$ cat config.mk
export PLATFORM = sky130hd
export DESIGN_NAME = shift_rotate_seq
export DESIGN_NICKNAME = d
export VERILOG_FILES = /design/src/rtl/shift_rotate_pkg.sv /design/src/rtl/shift_rotate_step.sv /design/src/rtl/shift_rotate_seq.sv
export SDC_FILE = /design/constraint.sdc
export NUM_CORES = 1
export LEC_CHECK = 0
export CAP_MARGIN = 40
export CORE_UTILIZATION = 57
export DETAILED_ROUTE_END_ITERATION = 12
export DONT_BUFFER_PORTS = 1
export PLACE_DENSITY = 0.82
export SYNTH_ARGS = -nofsm -noshare
export SYNTH_HDL_FRONTEND = slang
export SYNTH_SLANG_ARGS = --single-unit
$ cat constraint.sdc
create_clock -name clk -period 1.65 [get_ports clk]
set_input_delay 0.495 -clock clk [delete_from_list [all_inputs] [get_ports clk]]
set_output_delay 0.495 -clock clk [all_outputs]
set_load 0.01 [all_outputs]
$ cat src/rtl/shift_rotate_pkg.sv
// rtl/shift_rotate_pkg.sv - opcodes and FSM states for the sequential shift/rotate unit
package shift_rotate_pkg;

    localparam logic [2:0] OP_LSL = 3'b000;
    localparam logic [2:0] OP_LSR = 3'b001;
    localparam logic [2:0] OP_ROL = 3'b010;
    localparam logic [2:0] OP_ROR = 3'b011;
    localparam logic [2:0] OP_ASR = 3'b100;
    localparam logic [2:0] OP_ASL = 3'b101;

    typedef enum logic [1:0] {
        ST_IDLE  = 2'd0,
        ST_SHIFT = 2'd1,
        ST_DONE  = 2'd2
    } state_t;

    function automatic logic op_legal(input logic [2:0] op);
        return op <= OP_ASL;
    endfunction

endpackage

$ cat src/rtl/shift_rotate_step.sv
// rtl/shift_rotate_step.sv - combinational shift/rotate of one word by 0..STEP bits
module shift_rotate_step
    import shift_rotate_pkg::*;
#(
    parameter int WIDTH = 8,
    parameter int STEP  = 1,
    parameter int AMT_W = $clog2(WIDTH)
) (
    input  logic [WIDTH-1:0] word,
    input  logic [2:0]       opcode,
    input  logic [AMT_W-1:0] n,
    output logic [WIDTH-1:0] word_out,
    output logic             carry,
    output logic             sign_changed
);

    logic [WIDTH-1:0] w;
    logic             c;
    logic             sc;
    logic             msb;

    // Applied as n single-bit moves so carry and sign change track every intermediate bit.
    always_comb begin
        w   = word;
        c   = 1'b0;
        sc  = 1'b0;
        msb = word[WIDTH-1];
        for (int i = 0; i < STEP; i++) begin
            if (AMT_W'(i) < n) begin
                case (opcode)
                    OP_LSL, OP_ASL: begin
                        c = w[WIDTH-1];
                        w = {w[WIDTH-2:0], 1'b0};
                    end
                    OP_LSR: begin
                        c = w[0];
                        w = {1'b0, w[WIDTH-1:1]};
                    end
                    OP_ROL: begin
                        c = w[WIDTH-1];
                        w = {w[WIDTH-2:0], w[WIDTH-1]};
                    end
                    OP_ROR: begin
                        c = w[0];
                        w = {w[0], w[WIDTH-1:1]};
                    end
                    OP_ASR: begin
                        c = w[0];
                        w = {w[WIDTH-1], w[WIDTH-1:1]};
                    end
                    default: ;
                endcase
                if (w[WIDTH-1] != msb) sc = 1'b1;
                msb = w[WIDTH-1];
            end
        end
        word_out     = w;
        carry        = c;
        sign_changed = sc;
    end

endmodule

$ cat src/rtl/shift_rotate_seq.sv
// rtl/shift_rotate_seq.sv - multi-cycle shift/rotate unit with valid/ready request and result
module shift_rotate_seq
    import shift_rotate_pkg::*;
#(
    parameter int WIDTH = 8,
    parameter int AMT_W = $clog2(WIDTH),
    parameter int STEP  = 1
) (
    input  logic             clk,
    input  logic             rst,
    input  logic             in_valid,
    output logic             in_ready,
    input  logic [WIDTH-1:0] a,
    input  logic [2:0]       opcode,
    input  logic [AMT_W-1:0] amt,
    output logic             out_valid,
    input  logic             out_ready,
    output logic [WIDTH-1:0] result,
    output logic             carry,
    output logic             ovf,
    output logic             err
);

    state_t           state;
    logic [2:0]       opcode_q;
    logic [AMT_W-1:0] remaining;
    logic [AMT_W-1:0] amt_c;
    logic [AMT_W-1:0] step_n;
    logic [WIDTH-1:0] step_word;
    logic             step_carry;
    logic             step_sc;

    // Amounts beyond WIDTH-1 only exist for non-power-of-two widths; clamp them.
    generate
        if ((1 << AMT_W) == WIDTH) begin : g_no_clamp
            assign amt_c = amt;
        end else begin : g_clamp
            assign amt_c = (int'(amt) > WIDTH - 1) ? AMT_W'(WIDTH - 1) : amt;
        end
    endgenerate

    assign step_n = (remaining > AMT_W'(STEP)) ? AMT_W'(STEP) : remaining;

    shift_rotate_step #(
        .WIDTH (WIDTH),
        .STEP  (STEP),
        .AMT_W (AMT_W)
    ) u_step (
        .word         (result),
        .opcode       (opcode_q),
        .n            (step_n),
        .word_out     (step_word),
        .carry        (step_carry),
        .sign_changed (step_sc)
    );

    always_ff @(posedge clk or posedge rst) begin
        if (rst) begin
            state     <= ST_IDLE;
            in_ready  <= 1'b1;
            out_valid <= 1'b0;
            result    <= '0;
            carry     <= 1'b0;
            ovf       <= 1'b0;
            err       <= 1'b0;
            opcode_q  <= OP_LSL;
            remaining <= '0;
        end else begin
            case (state)
                ST_IDLE: begin
                    if (in_valid) begin
                        result    <= a;
                        opcode_q  <= opcode;
                        remaining <= amt_c;
                        carry     <= 1'b0;
                        ovf       <= 1'b0;
                        err       <= 1'b0;
                        in_ready  <= 1'b0;
                        if (!op_legal(opcode)) begin
                            err   <= 1'b1;
                            state <= ST_DONE;
                        end else if (amt_c == '0) begin
                            state <= ST_DONE;
                        end else begin
                            state <= ST_SHIFT;
                        end
                    end
                end
                ST_SHIFT: begin
                    result    <= step_word;
                    carry     <= step_carry;
                    if (opcode_q == OP_ASL && step_sc) ovf <= 1'b1;
                    remaining <= remaining - step_n;
                    if (remaining == step_n) state <= ST_DONE;
                end
                ST_DONE: begin
                    // First DONE cycle raises out_valid; it then waits for the handshake.
                    if (!out_valid) begin
                        out_valid <= 1'b1;
                    end else if (out_ready) begin
                        out_valid <= 1'b0;
                        in_ready  <= 1'b1;
                        state     <= ST_IDLE;
                    end
                end
                default: state <= ST_IDLE;
            endcase
        end
    end

endmodule

Word-level counts from Yosys, hierarchy flattened. Index checks and enable logic that the tools add are counted. W data, S select, Z words.

Register bits: 21. Bits in latches: 0. RAM bits: 0. Memory bits (read-only): 0. Input port bits: 18. Output and inout bits: 13. Logic and storage cells: 75. Memories kept: 0.

Add/subtract/negate cells: 1. Multiply operators: 0. Divide/modulo/power cells: 0. $lt $le $gt $ge: 3. Equality and inequality tests: 16. Shift operators: 0. Multiplexer cells: 29. Bitwise gates (word level): 0. Reduce and logical (&&, ||, !) cells: 16.

Operator list (count): $pmux W8 S5 (1); $mux W8 (3); $pmux W8 S2 (1); $mux W2 (6); $reduce_and A4 Y1 (3); $mux W1 (10); $ne A2 B2 Y1 const B (5); $pmux W1 S2 (4); $eq A3 B2 Y1 const B (2); $eq A3 B3 Y1 const B (2); $logic_not A3 Y1 (2); $mux W3 (2); $ne A6 B1 Y1 const B (1); $pmux W2 S3 (1); $pmux W3 S2 (1); $reduce_and A3 Y1 (2); $reduce_or A3 Y1 (2); $reduce_and A2 Y1 (2); $reduce_bool A2 Y1 (2); $eq A3 B1 Y1 const B (1); $eq A3 B3 Y1 (1); $gt A3 B1 Y1 const B (1); $le A3 B3 Y1 const B (1); $lt A1 B3 Y1 const A (1); 8 further kinds (8).

Logic depth before layout (Yosys ltp).
Depth in word-level cells: 10. Depth in mapped cells: 7. Mapped depth without buffers: 6.

Modules after synthesis. A second synthesis with hierarchy kept.

Cells, all modules: 172. Area total of the unflattened synthesis: 1514.0 um2.

Modules (own cells, without submodules): shift_rotate_seq (instances 1, cells each 111, area an instance 1116.1 um2, seq. area each 526.8 um2); shift_rotate_step (instances 1, cells each 61, area an instance 397.9 um2, seq. area each 0.0 um2).

Worst setup path before layout. No wires, ideal clock.

Kind: register to register. Start: register state[0]. End: register result[4]. Library setup time: 0.092 ns. Arrival time: 1.390 ns. Required time: 1.558 ns. Slack: 0.168 ns. Stages on the path, launching flop included: 6. Path buffers: 2. Clock period less this slack: 1.482 ns. Path through: dfrtp_1 nor2b_2 buf_8 a221o_1 buf_6 o31ai_2.

Cells in the longest elaborated chain, start to end: 3. Elaborated cells on any way between the ends: 8. Classes of those cells: eq/ne: 4; mux: 1; reduce/logical: 3.

RTL lines: from (decl) (line shift_rotate_seq.sv:24) `state_t state;`; from (signal assigned) (line shift_rotate_seq.sv:59) `state <= ST_IDLE;`; from (signal assigned) (line shift_rotate_seq.sv:81) `state <= ST_DONE;`; from (signal assigned) (line shift_rotate_seq.sv:83) `state <= ST_DONE;`; $eq A2 B1 Y1 or $logic_not A2 Y1 (tied branches) (line shift_rotate_seq.sv:69) `case (state)`; $ne A6 B1 Y1 (no source line) (tied with other cells); $reduce_and A4 Y1 (no source line); to (signal assigned) (line shift_rotate_seq.sv:90) `result <= step_word;`; to (decl) (line shift_rotate_seq.sv:18) `output logic [WIDTH-1:0] result,`.

Several ways; a longest one is shown, not always the timed one. A chain may end at the register's enable or synchronous reset.

Final worst setup path.
Start: register opcode_q[2]. End: register result[1].

Cells in the longest elaborated chain, start to end: 6. Elaborated cells on any way between the ends: 13. Classes of those cells: eq/ne: 6; mux: 4; reduce/logical: 3.

RTL lines: from (decl) (line shift_rotate_seq.sv:25) `logic [2:0] opcode_q;`; from (signal assigned) (line shift_rotate_seq.sv:73) `opcode_q <= opcode;`; $eq A3 B3 Y1 or $logic_not A3 Y1 (tied branches) (line shift_rotate_step.sv:30) `case (opcode)`; $reduce_or A2 Y1; $pmux W8 S5 (line shift_rotate_step.sv:30); $mux W8 (2 in a row) (line shift_rotate_step.sv:29) `if (AMT_W'(i) < n) begin`; $pmux W8 S2 (line shift_rotate_seq.sv:69).

Several ways; a longest one is shown, not always the timed one. The select of a mux whose other input is x is not followed.

==> out/metrics.yaml <==
critPathBufInv: 0
fin_area_mm2: 0.00130
drc: 0
setup_viol: 0
cts_root_buf: "clkbuf_4"
use_met3_pct: 4.40
die_y_um: 48.5
synth_area_leaders: "dfrtp_1 41%, a221oi_1 5.7%, nand2_1 5.2%, mux2_2 3.7%, o31ai_1 3.7%"
post_cts_buffers: 0
synth_common_cells: "20 x dfrtp_1, 17 x nand2_1, 10 x inv_1"
die_x_um: 48.5
grtUsageMet1_pct: 29.6
crit_path_start_kind: "register"
ys_types: 37
yosysSeqAreaShare_pct: 42.8
cts_tree: "yes"
drive_gt1_share_pct: 17.8
first_pass_iters: 4
path_clk_slew_ns: 0.13
yosysTopAreaCell: "dfrtp_1"
synth-edff-count: 0
synthCells: 130
p_leak_nw: 0.570
yosysWarnings: 0
totalWireLength_um: 2730
setup_tns_ns: 0
worst_setup_path_end_kind: "register"
globalRouteTotalUtil_pct: 24.6
layout.nets: 156
cpPeakStageDelay_ns: 0.49
dr.first_iter.drc_count: 29
finalHoldViolCount: 0
crit_path_cell_trace: "and2_1, a221o_2, o31ai_1"
p_per_area_mw_per_mm2: 2150
synth_top_area_share_pct: 40.7
vias_per_cell: 6.49
core_mm2: 0.00200
p_total_mw: 2.78
syn-cell-area_mm2: 0.00123
ant_nets: 0
whs_ns: 0.0781
dr_total_vias: 1051
ys_async_sr_fraction_pct: 100
busiest_layer: "met2"
clock_latency_ns: 0.31
fin_skew_ns: 0.0182
max_cap_violations: 0
grt_pass1_wl_um: 4500
path_delay_family: "compound AO/OA/AOI/OAI gates"
hpwlAfterDp_um: 1990
worst_pin_slew_ns: 0.417
ios: 31
grt-ovfl-total: 0
cp_slowest_cell: "dfrtp_2"
area_growth_syn_to_layout_pct: 5.28
cts_max_path_buffers: 2
postCtsHoldBufs: 0
max_freq_mhz: 641
vdd_drop_max_v: 0.00108
row_count: 16
crit_type: "register to register"
dieArea_mm2: 0.00235
place_congestion: 0.906
synth.most_common_cell: "dfrtp_1"
post_dp_cell_area_mm2: 0.00127
grt_max_degree: 22
fillers: 177
cts_max_level: 1
rsz0062_at_grt: "false"
crit_path_max_fanout: 14
hold_class: "primary input to async pin"
routedWlPerCell_um: 16.8
rrSetupSlack_ns: 0.09
start_util_pct: 61.5
cts_num_sinks: 21
cts_buffers: 3
period_share_pct: 94.5
crit_required_ns: 1.88
avgSynthCellArea_um2: 9.47
worstPathArrival_ns: 1.79
ys.flop_type: "dfrtp_1"
ys_ff_latch: 21
period_needed_ns: 1.56
antennaDiodeCount: 0
antenna_found_initial: 0
grt_pass1_vias: 1032
syn-num-nets: 150
drv_slew: 0
use_met2_pct: 44.4
port_buffers: 0
slew_headroom_pct: 72.0
status: "complete, no violations"
==> report_power, final <==
part,switching [mW],internal (mW)
logic,0.758,0.604
clock network,0.166,0.0905
registers,0.393,0.769
total,1.32,1.46
==> worst paths after layout <==
kind | cells past startpoint | endpoint | start
min in group clk | 1 | opcode_q[2] | opcode[2]
min reg2reg | 1 | remaining[0] | remaining[0]
max in group asynchronous | 2 | in_ready | rst
max reg2reg | 3 | result[1] | opcode_q[2]
min | 2 | out_valid | rst
max | 3 | result[1] | opcode_q[2]
==> stage by stage <==
| stage | util, % | setup WS [ns] | instances |
|---|---|---|---|
| floorplan | - | 0.168 | 130 |
| global placement | 63.2 | 0.109 | 158 |
| detailed placement | 63.2 | 0.0411 | 158 |
| CTS | 64.6 | 0.00472 | 162 |
| global route | 64.8 | 0.00611 | 162 |
| finish | 64.8 | 0.0909 | 162 |
==> per-layer routing <==
metal	vias to the layer above	wire length [µm]
li1	497	-
met1	514	1150
met2	40	1460
met3	0	125
met4	0	0
met5	-	0
==> kinds of logic (layout without fill, tap and decap cells) <==
family / Yosys count / count (layout) / share of synthesized area (%)
simple gates: 40 / 40 / 15.1
buf+inv: 16 / 21 / 7.22
flops: 21 / 21 / 42.8
fa+ha+maj: 2 / 2 / 2.03
compound gates: 46 / 46 / 28.4
mux: 5 / 5 / 4.47
==> flip-flops by register name, summed over array words and instances, names as in the netlist <==
signal     cells
result         8
opcode_q       3
remaining      3
state          2
carry          1
err            1
in_ready       1
out_valid      1
ovf            1
==> repair_timing <==
item / 4_1_cts / 5_1_grt
hold endpoints to repair: 0 / 0
resized for setup: 0 / 3
setup endpoints to repair: 0 / 7
==> final cells by class <==
type | instances | area (µm²) | share of cell area (%)
multi-input cells | 93 | 617 | 47.6
clock buffers | 3 | 22.5 | 1.74
inverters | 10 | 37.5 | 2.90
well taps | 27 | 33.8 | 2.61
flip-flops and latches | 21 | 528 | 40.7
repair buffers | 7 | 52.6 | 4.05
clock inverters | 1 | 5.00 | 0.386
==> cell usage in the layout, fill, tap and decap left out, types with 4 or more instances in the layout <==
cell type	netlist	final
o31ai_1	6	6
nor2_1	9	9
a21oi_1	6	6
nand2_1	17	17
dfrtp_1	20	19
o21ai_0	7	6
inv_1	10	10
buf_4	0	7
mux2_2	4	4
a221oi_1	8	8
No activity file was read; power rests on OpenSTA's default activity.
